`src/rtl/dmem_access_ctrl.sv`:
```
// rtl/dmem_access_ctrl.sv - data-memory initiator: load, store and forward byte copy
// Address range is checked before every access; an out-of-range address aborts to DONE with Error.
module dmem_access_ctrl #(
   parameter int         MEM_DEPTH   = 32,
   parameter logic [2:0] WRITE_PHASE = 3'd3
) (
   input  logic       Clk,
   input  logic       Clear_n,
   input  logic       Start,
   input  logic [1:0] Cmd,
   input  logic [7:0] Src_Addr,
   input  logic [7:0] Dst_Addr,
   input  logic [5:0] Length,
   input  logic [7:0] Store_Data,
   output logic       Busy,
   output logic       Done,
   output logic       Error,
   output logic [7:0] Load_Data,
   output logic [2:0] Mem_State,
   output logic [7:0] Mem_Address,
   output logic [7:0] Mem_Write_Data,
   input  logic [7:0] Mem_Read_Data,
   output logic       MemRead,
   output logic       MemWrite
);

   typedef enum logic [1:0] {S_IDLE, S_READ, S_WRITE, S_DONE} state_t;

   localparam logic [1:0] CMD_LOAD  = 2'b00;
   localparam logic [1:0] CMD_STORE = 2'b01;
   localparam logic [1:0] CMD_COPY  = 2'b10;

   state_t     state_q, state_d;
   logic [1:0] cmd_q, cmd_d;
   logic [7:0] src_q, src_d;
   logic [7:0] dst_q, dst_d;
   logic [5:0] len_q, len_d;
   logic [7:0] data_q, data_d;
   logic [5:0] idx_q, idx_d;
   logic       err_q, err_d;
   logic [7:0] load_q, load_d;

   logic [5:0] idx_inc;
   logic [7:0] rd_addr, wr_addr, next_rd_addr;

   function automatic logic in_range(input logic [7:0] a);
      return ({24'd0, a} < 32'(MEM_DEPTH));
   endfunction

   assign idx_inc      = idx_q + 6'd1;
   assign rd_addr      = src_q + {2'b00, idx_q};
   assign wr_addr      = dst_q + {2'b00, idx_q};
   assign next_rd_addr = src_q + {2'b00, idx_inc};

   always_comb begin
      state_d = state_q;
      cmd_d   = cmd_q;
      src_d   = src_q;
      dst_d   = dst_q;
      len_d   = len_q;
      data_d  = data_q;
      idx_d   = idx_q;
      err_d   = err_q;
      load_d  = load_q;
      case (state_q)
         S_IDLE: begin
            if (Start) begin
               cmd_d  = Cmd;
               src_d  = Src_Addr;
               dst_d  = Dst_Addr;
               len_d  = Length;
               data_d = Store_Data;
               idx_d  = 6'd0;
               err_d  = 1'b0;
               state_d = S_DONE;
               case (Cmd)
                  CMD_LOAD: begin
                     if (in_range(Src_Addr)) state_d = S_READ;
                     else                    err_d   = 1'b1;
                  end
                  CMD_STORE: begin
                     if (in_range(Dst_Addr)) state_d = S_WRITE;
                     else                    err_d   = 1'b1;
                  end
                  CMD_COPY: begin
                     if (Length != 6'd0) begin
                        if (in_range(Src_Addr)) state_d = S_READ;
                        else                    err_d   = 1'b1;
                     end
                  end
                  default: err_d = 1'b1;
               endcase
            end
         end
         S_READ: begin
            if (cmd_q == CMD_LOAD) begin
               load_d  = Mem_Read_Data;
               state_d = S_DONE;
            end else begin
               data_d = Mem_Read_Data;
               if (in_range(wr_addr)) begin
                  state_d = S_WRITE;
               end else begin
                  state_d = S_DONE;
                  err_d   = 1'b1;
               end
            end
         end
         S_WRITE: begin
            state_d = S_DONE;
            if (cmd_q == CMD_COPY) begin
               idx_d = idx_inc;
               // Range check of the next source byte happens before READ is entered
               if (idx_inc != len_q) begin
                  if (in_range(next_rd_addr)) state_d = S_READ;
                  else                        err_d   = 1'b1;
               end
            end
         end
         default: begin
            state_d = S_IDLE;
            err_d   = 1'b0;
         end
      endcase
   end

   always_ff @(posedge Clk or negedge Clear_n) begin
      if (!Clear_n) begin
         state_q <= S_IDLE;
         cmd_q   <= 2'b00;
         src_q   <= 8'd0;
         dst_q   <= 8'd0;
         len_q   <= 6'd0;
         data_q  <= 8'd0;
         idx_q   <= 6'd0;
         err_q   <= 1'b0;
         load_q  <= 8'd0;
      end else begin
         state_q <= state_d;
         cmd_q   <= cmd_d;
         src_q   <= src_d;
         dst_q   <= dst_d;
         len_q   <= len_d;
         data_q  <= data_d;
         idx_q   <= idx_d;
         err_q   <= err_d;
         load_q  <= load_d;
      end
   end

   // Memory-side outputs decode straight from the state so reset removes them at once
   always_comb begin
      Mem_State      = 3'd0;
      Mem_Address    = 8'd0;
      Mem_Write_Data = 8'd0;
      MemRead        = 1'b0;
      MemWrite       = 1'b0;
      case (state_q)
         S_READ: begin
            Mem_State   = 3'd2;
            Mem_Address = rd_addr;
            MemRead     = 1'b1;
         end
         S_WRITE: begin
            Mem_State      = WRITE_PHASE;
            Mem_Address    = (cmd_q == CMD_COPY) ? wr_addr : dst_q;
            Mem_Write_Data = data_q;
            MemWrite       = 1'b1;
         end
         S_DONE:  Mem_State = 3'd4;
         default: Mem_State = 3'd0;
      endcase
   end

   assign Busy      = (state_q != S_IDLE);
   assign Done      = (state_q == S_DONE);
   assign Error     = Done & err_q;
   assign Load_Data = load_q;

endmodule

```
`config.mk`:
```
export PLATFORM = sky130hd
export DESIGN_NAME = dmem_access_ctrl
export DESIGN_NICKNAME = d
export VERILOG_FILES = /design/src/rtl/dmem_access_ctrl.sv
export SDC_FILE = /design/constraint.sdc
export NUM_CORES = 1
export LEC_CHECK = 0
export CAP_MARGIN = 20
export CELL_PAD_IN_SITES_DETAIL_PLACEMENT = 1
export CELL_PAD_IN_SITES_GLOBAL_PLACEMENT = 1
export CORE_MARGIN = 8
export CORE_UTILIZATION = 42
export CTS_CLUSTER_DIAMETER = 60
export DETAILED_ROUTE_END_ITERATION = 10
export PLACE_DENSITY_LB_ADDON = 0.25
export SKIP_CTS_REPAIR_TIMING = 1
export SYNTH_ARGS = -nofsm -noshare
export SYNTH_HDL_FRONTEND = slang
export SYNTH_SLANG_ARGS = --single-unit
export TNS_END_PERCENT = 20
```
`constraint.sdc`:
```
create_clock -name Clk -period 6.6 [get_ports Clk]
set_clock_uncertainty 0.15 [all_clocks]
set_input_delay 0.66 -clock Clk [delete_from_list [all_inputs] [get_ports Clk]]
set_output_delay 0.66 -clock Clk [all_outputs]
set_load 0.1 [all_outputs]
```
==> Implementation_results.wiki <==
{| class="wikitable"
! Metric !! Value
|-
| Cell family with most CP delay || buffers and inverters
|-
| Top metal layer carrying routed signals || met4
|-
| Final worst path period need || 4.56 ns
|-
| Drt initial violations || 76
|-
| Insertion delay to the later sink of the worst-skew pair || 0.31 ns
|-
| Syn-to-layout area delta || 28.7%
|-
| Syn nets || 394
|-
| TNS Setup || 0 ns
|-
| Top achievable clock speed || 0.220 GHz
|-
| Register bit count reported by yosys || 49
|-
| Via Count || 2771
|-
| # diodes || 0
|-
| Initial antenna violation count || 0
|-
| Number of instances in the synthesized netlist || 326
|-
| Final net count || 468
|-
| Worst Setup Path Type || register to primary output
|-
| Met2 wire length || 4900 µm
|-
| Mean Syn Cell Area || 10.0 µm²
|-
| Cell count of the worst reg-to-reg path || 11
|-
| Inserted Clock Buffers || 5
|-
| Setup Viol. Count Final || 0
|-
| Instance count after placement with tap cells included || 494
|-
| Minimum setup slack among reg-to-reg paths || 3.52 ns
|-
| Post-detailed-route count of antenna-violating nets || 0
|-
| Hold Crit Class || primary input to asynchronous set/reset pin
|-
| Total number of clock tree sinks || 49
|-
| Number of flops mapped to enable cells by yosys || 0
|-
| Placer congestion estimate || 0.815
|-
| Area of the die || 0.0109 mm²
|-
| Total half-perimeter wirelength after legalization and detailed placement || 7350 µm
|-
| Worst-case headroom to the max-slew limit || 33.3%
|-
| Combined global-route utilization of all metal layers || 17.8%
|-
| R2R Path End || err_q
|-
| TritonCTS clock tree || yes
|-
| Cell with the largest stage delay on the worst path || clkdlybuf4s50_1
|-
| Chip Height || 104 µm
|-
| Unique cell type count in the Yosys netlist || 50
|-
| Metal-1 WL || 3890 µm
|-
| Kind of capture point of the worst setup path || primary output
|-
| Arr. time, crit path || 3.75 ns
|-
| Placeable core region || 0.00765 mm²
|-
| Post-Layout Cell Count || 503
|-
| Max-cap check violation count || 0
|-
| Post-detailed-route wirelength per cell || 18.7 µm
|-
| Residual DRC || 0
|-
| Starting density of the core || 42.7%
|-
| Total global routing overflow || 0
|-
| Netlist area before placement || 0.00327 mm²
|-
| Die width || 104 µm
|-
| Register area share after synthesis || 37.5%
|-
| H-tree Lvls || 2
|-
| Most frequent cells in the layout || clkdlybuf4s50_1 (73), dfrtp_1 (49), mux2_2 (32)
|-
| Detailed Route WL || 9420 µm
|-
| Start point of the critical path || idx_q[0]
|-
| RSZ-0062 raised after global routing || false
|-
| Detailed-route vias per instance || 5.51
|-
| Worst path buffer plus inverter count || 2
|-
| Max stage delay on crit path || 1.14 ns
|-
| Final Hold Violating Endpoints || 0
|-
| Asr flop ratio synth || 100%
|-
| Bufs on Longest Clock Path || 2
|-
| Sort of element at the start of the critical path || register
|-
| Global-route wire length before repair || 15900 µm
|-
| Worst flop-to-flop path startpoint || idx_q[0]
|-
| Fraction of final layout cells with drive strength greater than 1 || 13.0%
|-
| Status || finished, final reports clean
|-
| Slew at the pin closest to its max-slew limit || 0.997 ns
|-
| Clock root buffer master || clkbuf_8
|-
| Share of the clock period used by the worst path || 69.0%
|-
| Total number of placement rows || 32
|-
| Count of buffers from port buffering || 74
|-
| Critical Path Most Common Cell || nor2b_1
|-
| Data required time at the worst endpoint || 5.79 ns
|-
| First-pass iteration count of the detailed router || 4
|-
| Pin count of the biggest net entering global routing || 50
|-
| Critical path cell sequence || ha_1 > inv_1 > fa_1 > nor2b_1 > o31a_1 > o21ai_2 > a21oi_1 > xor2_1 > a22oi_1 > nor2b_1 > clkdlybuf4s50_1
|-
| Most common cell after layout, fill and taps aside || clkdlybuf4s50_1
|-
| Ports || 75
|-
| Met3 wirelength from detailed routing || 495 µm
|-
| Maximum fanout encountered on the critical timing path || 9
|-
| Clock Pin Slew Worst Setup and Hold Paths || 0.09 ns
|-
| Via count of the first global-routing pass || 3162
|-
| Warnings, synthesis || 0
|-
| Primary flip-flop cell chosen by synthesis mapping || dfrtp_1
|-
| Number of max-slew violations in the final report || 0
|}
==> synth_stat cells, types with 2 or more instances <==
library cell / number / area [µm²]
o31a_1: 2 / 17.5
ha_1: 23 / 288
nor2_1: 19 / 71.3
a21o_1: 6 / 45.0
and2_1: 10 / 62.6
o21bai_1: 5 / 37.5
nor3_1: 4 / 20.0
nand3_1: 3 / 15.0
xor2_1: 9 / 78.8
fa_1: 2 / 40.0
o31ai_1: 3 / 22.5
nor4_1: 2 / 12.5
clkbuf_1: 8 / 30.0
dfrtp_1: 49 / 1230
buf_4: 2 / 15.0
nor2b_1: 7 / 43.8
a22o_1: 5 / 43.8
inv_1: 14 / 52.6
buf_1: 2 / 7.51
a22oi_1: 6 / 45.0
o21a_1: 2 / 15.0
and2_0: 2 / 12.5
nand2_1: 21 / 78.8
a211oi_1: 4 / 30.0
a21oi_1: 23 / 115
xnor2_1: 8 / 70.1
nand2b_1: 3 / 18.8
o21ai_0: 20 / 100
and3_1: 2 / 12.5
mux2_2: 32 / 360
mux2i_1: 9 / 90.1
==> stage by stage <==
step	hold slack, ns	area (µm²)	util [%]	setup WS (ns)
after global placement	0.339	4110	53.7	2.46
after floorplan	0.214	3270	-	1.46
final	0.307	4210	55.0	2.04
after CTS	0.331	4200	54.9	2.01
after detailed placement	0.343	4110	53.7	2.38
after global routing	0.365	4210	55.0	1.84
==> how the worst max path moves through the flow <==
stage	slack (ns)	endpoint	cells after the start
after floorplan	1.46	Mem_Address[4]	6
after global placement	2.46	Mem_Address[6]	11
after detailed placement	2.38	Mem_Address[6]	11
after CTS	2.01	Mem_Address[6]	11
after global routing	1.84	Mem_Address[6]	11
final	2.04	Mem_Address[6]	11
==> layer usage <==
layer / GRT usage (%) / vias to the layer above
met1: 19.7 / 1389
met2: 32.2 / 61
met3: 4.96 / 12
met5: 0 / -
met4: 5.27 / 0
li1: - / 1309
==> registers in the layout (all words and copies together) (netlist names) <==
| register | count |
|---|---|
| Load_Data | 8 |
| err_q | 1 |
| cmd_q | 2 |
| dst_q | 8 |
| data_q | 8 |
| len_q | 6 |
| idx_q | 6 |
| state_q | 2 |
| src_q | 8 |
==> layout make-up <==
type                            count  area (µm²)
Fill cell                         863        3440
Inverter                           14        52.6
Tap cell                          102         128
Multi-Input combinational cell    250        1930
Clock buffer                        6        72.6
Sequential cell                    49        1230
Clock inverter                      2        15.0
Timing Repair Buffer               80         781
==> logic make-up after synthesis <==
family / synth area share [%]
flip-flops: 37.5
AND/OR/NAND/NOR: 11.9
AO/OA/AOI/OAI: 17.2
buffers and inverters: 3.37
XOR/XNOR: 5.75
adder cells (fa/ha/maj): 10.0
multiplexers: 14.2
Power is left out: the tool's default activity adds up to more than one toggle a clock period on the data nets, which glitch-free logic cannot reach.
